### src/rtl/macc_frame_accum.sv
// Frame accumulator after the MACC product register: sums len consecutive products
// into one frame total, with early flush, optional saturation and valid/ready on both sides.
module macc_frame_accum #(
    parameter int IN_W     = 48,
    parameter int ACC_W    = 56,
    parameter int CNT_W    = 8,
    parameter bit SATURATE = 1'b1
) (
    input  logic             CLK,
    input  logic             RST,
    input  logic [CNT_W-1:0] len,
    input  logic             flush,
    input  logic             in_valid,
    output logic             in_ready,
    input  logic [IN_W-1:0]  in_data,
    output logic             out_valid,
    input  logic             out_ready,
    output logic [ACC_W-1:0] out_sum,
    output logic [CNT_W-1:0] out_count,
    output logic             out_ovf
);

    typedef enum logic [1:0] {IDLE, ACC, OUT} state_t;

    state_t           state;
    logic [ACC_W-1:0] acc;
    logic [CNT_W-1:0] cnt;
    logic [CNT_W-1:0] len_q;
    logic             ovf;

    logic [ACC_W:0]   sum;
    logic [CNT_W-1:0] cnt_next;
    logic [CNT_W-1:0] len_eff;
    logic             in_acc;

    // One extra bit on the adder so the carry out of ACC_W flags overflow.
    assign sum      = {1'b0, acc} + (ACC_W+1)'(in_data);
    assign cnt_next = cnt + CNT_W'(1);
    assign len_eff  = (len == '0) ? CNT_W'(1) : len;
    assign in_acc   = in_valid & in_ready;

    assign out_sum   = acc;
    assign out_count = cnt;
    assign out_ovf   = ovf;

    always_ff @(posedge CLK) begin
        if (!RST) begin
            state     <= IDLE;
            acc       <= '0;
            cnt       <= '0;
            len_q     <= '0;
            ovf       <= 1'b0;
            in_ready  <= 1'b1;
            out_valid <= 1'b0;
        end else begin
            case (state)
                IDLE: begin
                    if (in_acc) begin
                        acc   <= ACC_W'(in_data);
                        cnt   <= CNT_W'(1);
                        ovf   <= 1'b0;
                        len_q <= len_eff;
                        if (len_eff == CNT_W'(1)) begin
                            state     <= OUT;
                            in_ready  <= 1'b0;
                            out_valid <= 1'b1;
                        end else begin
                            state <= ACC;
                        end
                    end
                end
                ACC: begin
                    // A sample arriving with flush is folded in before the frame closes.
                    if (in_acc) begin
                        if (sum[ACC_W]) begin
                            ovf <= 1'b1;
                            acc <= SATURATE ? {ACC_W{1'b1}} : sum[ACC_W-1:0];
                        end else begin
                            acc <= sum[ACC_W-1:0];
                        end
                        cnt <= cnt_next;
                    end
                    if (flush || (in_acc && cnt_next == len_q)) begin
                        state     <= OUT;
                        in_ready  <= 1'b0;
                        out_valid <= 1'b1;
                    end
                end
                OUT: begin
                    if (out_ready) begin
                        state     <= IDLE;
                        in_ready  <= 1'b1;
                        out_valid <= 1'b0;
                    end
                end
                default: begin
                    state     <= IDLE;
                    in_ready  <= 1'b1;
                    out_valid <= 1'b0;
                end
            endcase
        end
    end

endmodule

### config.mk
export PLATFORM = sky130hd
export DESIGN_NAME = macc_frame_accum
export DESIGN_NICKNAME = d
export VERILOG_FILES = /design/src/rtl/macc_frame_accum.sv
export SDC_FILE = /design/constraint.sdc
export NUM_CORES = 1
export LEC_CHECK = 0
export CAP_MARGIN = 10
export CORE_ASPECT_RATIO = 0.8
export CORE_MARGIN = 2
export CORE_UTILIZATION = 34
export CTS_CLUSTER_SIZE = 20
export DETAILED_ROUTE_END_ITERATION = 10
export SLEW_MARGIN = 30
export SYNTH_ARGS = -nofsm -noshare
export SYNTH_HDL_FRONTEND = slang
export SYNTH_SLANG_ARGS = --single-unit
### constraint.sdc
create_clock -name CLK -period 9.3 [get_ports CLK]
set_input_delay 1.86 -clock CLK [delete_from_list [all_inputs] [get_ports CLK]]
set_output_delay 1.86 -clock CLK [all_outputs]
set_load 0.05 [all_outputs]
==> impl_results.md, run 1 <==
* Outcome: completed
* Post-synth EDFFs at 0
* Logic pwr share at 49.7%
* PortBufs at 127
* Power share of the sequential group at 26.4%
* Worst vdd ir at 0.0811 mV
* Top cell type's share of synthesized area at 23.6%
* Seq/Total Area, Yosys at 23.6%
* H-Tree Depth at 3
* Initial drt markers at 577
* Most common library cells after synthesis: nand2_1, a21oi_1, dfxtp_1, ha_1, nor2_1
* Metal3 WL at 1.32 mm
* FILL cells at 1941
* Buf+Inv Stages, Crit Path at 1
* Clock Latency Late Sink at 0.35 ns
* Int Pwr at 0.884 mW
* Synth top area cells: dfxtp_1, ha_1, a21oi_1
* Arrival @ worst endpoint at 5.24 ns
* Endpoints failing hold at 0
* Ports at 128
* Number of library cell types mapped by synthesis at 79
* Crit-path cells: clkdlybuf4s50_1 -> ha_1 -> fa_1 -> a21o_1 -> a221o_1 -> a2bb2oi_4 -> and3_1 -> a211oi_2 -> o21ai_2 -> nand2_4 -> o221ai_1 -> a21oi_1
* Slew @ Worst Pin at 0.748 ns
* Post-synth top area cell: dfxtp_1
* Clock Power Share at 23.9%
* DR vias at 6825
* Maxcap violations at 0
* Global route overflow at 0
* Final Setup Violations at 0
* Placement Rows at 45
* Leakage at 3.31 nW
* CP Class: in2reg
* Layout area overhead at 26.1%
* M1 WL at 10.6 mm
* Clk sink count at 77
* Final worst setup slack at 4.27 ns
* PostCTS Resize Cnt at 0
* Setup TNS at 0 ns
* CTS buffer count at 9
* Mean number of vias per cell at 5.71
* DIE HEIGHT at 128 um
* Drt wl/cell at 17.6 um
* Ant. Diodes at 0
* Clock Tree Root: clkbuf_16
* DIE AREA at 20400 um^2
* Net Sw Frac at 42.9%
* CP delay by family, top: compound AO/OA/AOI/OAI gates
* Psw at 0.663 mW
* Post-synthesis register bit count at 77
* Core Area at 18900 um^2
* Syn_area_per_cell at 7.73 um^2
* Synthesis Warnings at 0
* Worst R2R Setup Slack at 5.87 ns
* Drt total wl at 21.0 mm
* Gate Count Post-Synth at 847
* Area of the multi-input gates at 4720 um^2
* Crit start category: primary input
* Syn_nets at 958
* Rel. slew slack at 49.9%
* TritonCTS clock tree: built
* Sequential cell area at 1540 um^2
* Reg clk slew, reported paths at 0.06 ns
* Starting Density at 34.6%
* Slew Limit Fails at 0
* Dpl ws at 3.95 ns
* Crit path largest cell delay at 0.44 ns
* RSZ-0062 raised after global routing: false
* Top Metal Used: met4
* Gpl congestion at 0.859
* Worst-path maximum fanout at 45
* First-pass GRT wire length at 33.4 mm
* 1st-pass router iterations at 5
* Total track usage at 20.1%
* Post-route clock skew at 0.00707 ns
* Total Power at 1.55 mW
* Tmin final at 5.03 ns
* Metal2 WL at 8.86 mm
* Initial antenna violation count at 0
* Hold Path Class: reg2reg
* Slowest-stage cell, CP: clkdlybuf4s50_1
* Setup Buffers After CTS at 0
* Netlist Area Pre-Place at 6550 um^2
* Vias in the first global route at 6178
* CTS max path bufs at 2
* Dpl hpwl at 15.3 mm
* CTS hold repair buffers at 0
* P per Cell Area at 187 nW/um^2
* Post-route DRC at 0
* Final hold slack at 0.445 ns
* Period utilisation layout at 54.0%
* Die Wd at 159 um
* Setup crit end kind: flip-flop
* Count leader, synth: nand2_1
* Final ANT Viol Nets at 0
* Largest net degree at the start of global routing at 60
* Async S/R FF share, synth at 0%
* Layout Nets at 1046
* CP required at 9.51 ns
* Fmax at 199 MHz
* Share of layout cells above drive strength 1 at 5.12%
* Post-synth top flop: dfxtp_1
==> registers in the layout, summed over array words and instances (netlist names) <==
| name | cells |
|---|---|
| in_ready | 1 |
| len_q | 8 |
| out_count | 8 |
| out_ovf | 1 |
| out_sum | 56 |
| out_valid | 1 |
| state | 2 |
==> cells by family (layout without fill, tap and decap cells) <==
group	Yosys count	in the layout	synth area share [%]
flip-flops	77	77	23.6
adder cells (fa/ha/maj)	50	50	9.67
XOR/XNOR	56	56	7.49
AO/OA/AOI/OAI	325	325	34.4
buffers and inverters	70	161	4.51
multiplexers	3	3	0.459
AND/OR/NAND/NOR	266	266	19.9
==> layer usage <==
metal,up-vias,track usage (%)
met5,-,0
met3,18,4.43
li1,3369,-
met1,3230,29.9
met2,208,30.0
met4,0,3.48
==> worst min-delay path, cell delays in order, from the launching register on <==
cell and delay (ns):
dfxtp_1 0.31, inv_1 0.04, a21oi_1 0.05
==> through the flow <==
step | std cells | area, um^2 | utilization (%)
floorplan | 847 | 6550 | -
global placement | 1182 | 7950 | 42.0
detailed placement | 1182 | 7950 | 42.0
CTS | 1196 | 8250 | 43.6
global route | 1196 | 8250 | 43.6
finish | 1196 | 8250 | 43.6
==> cell type report <==
| type | count | area share, % |
|---|---|---|
| well taps | 258 | 3.91 |
| clock inverters | 1 | 0.364 |
| clock buffers | 13 | 3.28 |
| multi-input cells | 700 | 57.2 |
| flip-flops and latches | 77 | 18.7 |
| inverters | 14 | 0.637 |
| repair buffers | 133 | 16.0 |
==> final timing paths <==
path | startpoint | end | depth (start not counted)
hold reg to reg | out_valid | out_valid | 2
setup reg to reg | out_sum[0] | out_sum[36] | 11
setup / recovery | in_data[0] | out_sum[36] | 12
hold / removal | out_valid | out_valid | 2
==> cell usage in the layout (no fill, tap or decap), types with 7 or more instances in the layout <==
cell,Yosys,layout
a21o_1,36,36
a21oi_1,106,106
and2_1,8,8
and3_1,19,19
clkbuf_16,0,9
clkdlybuf4s50_1,0,127
dfxtp_1,77,76
ha_1,49,49
inv_1,14,13
nand2_1,109,109
nand3_1,19,19
nand4_1,14,14
nor2_1,45,44
nor2b_1,8,8
nor3_1,12,12
o211ai_1,8,8
o21a_1,7,7
o21ai_0,41,41
o21bai_1,10,10
o221ai_1,39,39
or3_1,7,7
xnor2_1,30,30
xor2_1,26,26
==> power groups by stage <==
stage,logic [mW],registers (mW),clock network (mW)
after floorplan,0.437,0.524,0
after global placement,0.762,0.415,0
after detailed placement,0.762,0.414,0
after CTS,0.765,0.408,0.377
after global routing,0.832,0.414,0.390
final,0.770,0.408,0.369
Note: power is estimated with default switching activity, not from simulation.
==> run 2: changes to the inputs <==
clock period = 4.27 ns   (was 9.3 ns; I/O delays follow)
==> run 2 against run 1 <==
  * Clock-buffer cell count grew 2
  * Via count shrank 0.51%
  * First-iteration DRC count shrank 8.3%
  * Register-to-register slack lost 4.8 ns
  * Critical path depth is the same
  * Combinational power grew 120%
  * Routed wire length grew 2.4%
  * Setup slack lost 3.8 ns
  * Power grew 120%
  * Sequential power grew 120%
  * Global-route usage grew 0.86 points
==> impl_results.md, run 2 (same netlist as run 1, synthesis figures left out) <==
* Slew @ Worst Pin at 0.734 ns
* Leakage at 3.37 nW
* Mean number of vias per cell at 5.60
* Reg clk slew, reported paths at 0.06 ns
* PortBufs at 127
* Crit start category: primary input
* Starting Density at 34.6%
* Final hold slack at 0.446 ns
* Post-route DRC at 0
* Outcome: completed
* FILL cells at 1943
* PostCTS Resize Cnt at 0
* Worst R2R Setup Slack at 1.11 ns
* DIE AREA at 20400 um^2
* Initial drt markers at 529
* FF-to-FF Start: out_sum[0]
* Die Wd at 159 um
* Most common cell after layout, fill and taps aside: clkdlybuf4s50_1
* Worst setup path start: in_data[19]
* CTS hold repair buffers at 0
* 1st-pass router iterations at 5
* Fmax at 264 MHz
* Clock Latency Late Sink at 0.35 ns
* P per Cell Area at 402 nW/um^2
* Final ANT Viol Nets at 0
* Ant. Diodes at 0
* Worst-path maximum fanout at 33
* CP Class: in2reg
* Global route overflow at 0
* Largest net degree at the start of global routing at 59
* Most frequent cells in the layout: clkdlybuf4s50_1, nand2_1, a21oi_1
* Dpl hpwl at 16.0 mm
* Drt wl/cell at 17.7 um
* Max reg flops at 56
* CTS buffer count at 9
* Setup TNS at 0 ns
* Ports at 128
* Initial antenna violation count at 0
* Final Setup Violations at 0
* Endpoints failing hold at 0
* Placement Rows at 45
* Gpl congestion at 0.900
* Sequential cell area at 1540 um^2
* TritonCTS clock tree: built
* Layout area overhead at 27.4%
* Share of layout cells above drive strength 1 at 6.49%
* Layout Nets at 1061
* DIE HEIGHT at 128 um
* Drt total wl at 21.5 mm
* RSZ-0062 raised after global routing: false
* Post-route clock skew at 0.00746 ns
* R2R depth at 11
* Slew Limit Fails at 0
* Clock Tree Root: clkbuf_16
* Maxcap violations at 0
* CP required at 4.55 ns
* Placed inst area at 8060 um^2
* Rel. slew slack at 50.9%
* Tmin final at 3.78 ns
* Worst setup path endpoint: out_sum[10]
* Core Area at 18900 um^2
* Post-route cell area at 8340 um^2
* Clk sink count at 77
* DR vias at 6790
* Worst vdd ir at 0.172 mV
* R2R Path End: out_sum[54]
* Arrival @ worst endpoint at 4.06 ns
* First-pass GRT wire length at 34.7 mm
* Setup Buffers After CTS at 0
* CTS max path bufs at 2
* Vias in the first global route at 6443
* Total track usage at 21.0%
* H-Tree Depth at 3
* Area of the multi-input gates at 4720 um^2
* Hold Path Class: reg2reg
* Setup crit end kind: flip-flop
* Period utilisation layout at 88.6%
## run 2: changes by cell type in the layout (fill, tap and decap cells not counted), sizes merged
cell    change
clkinv      +1
buf        +15
bufinv      -1
clkbuf      +2
## run 2: critical path, cell delays in order
cell and delay [ns]:
clkdlybuf4s50_1 0.44, ha_1 0.39, o21ai_0 0.16, or3b_1 0.46, a21oi_2 0.22, o41ai_1 0.15
a211oi_2 0.42, o21ai_2 0.13, nand2_4 0.08, buf_4 0.35, o221ai_1 0.20, a21oi_1 0.19
## run 2: how the worst min path moves through the flow
stage / slack, ns / from / end / depth (start not counted)
6_report: 0.45 / out_valid / out_valid / 2
5_1_grt: 0.49 / out_sum[30] / out_sum[30] / 2
4_1_cts: 0.45 / out_valid / out_valid / 2
3_5_place_dp: 0.44 / out_valid / out_valid / 2
3_3_place_gp: 0.44 / out_valid / out_valid / 2
2_1_floorplan: 0.45 / len_q[1] / len_q[1] / 2
## run 2: final cells by class
class	count	share of cell area (%)
clock buffers	15	3.21
clock inverters	1	0.0600
inverters	14	0.630
multi-input cells	700	56.6
flip-flops and latches	77	18.5
well taps	258	3.87
repair buffers	148	17.1
## run 2: per-layer routing
metal / GRT usage [%] / up-vias / share of wire, %
met2: 31.9 / 188 / 42
met3: 3.62 / 21 / 5.0
met4: 6.15 / 0 / 1.4
met5: 0 / - / 0
li1: - / 3396 / -
met1: 30.3 / 3185 / 52
## run 2: power breakdown
group | leakage [nW] | switching, mW | total, mW | internal, mW
Combinational | 2.60 | 1.07 | 1.72 | 0.650
Sequential | 0.632 | 0.0829 | 0.890 | 0.807
Clock | 0.134 | 0.315 | 0.741 | 0.426
Total | 3.37 | 1.47 | 3.35 | 1.88
## run 2: per-stage QoR
step,power (mW),utilization [%],setup WS (ns),cells
3_5_place_dp,2.60,42.6,0.168,1197
6_report,3.35,44.1,0.486,1213
5_1_grt,3.56,44.1,0.245,1213
3_3_place_gp,2.60,42.6,0.232,1197
4_1_cts,3.36,44.1,0.533,1213
2_1_floorplan,2.09,-,0.863,847
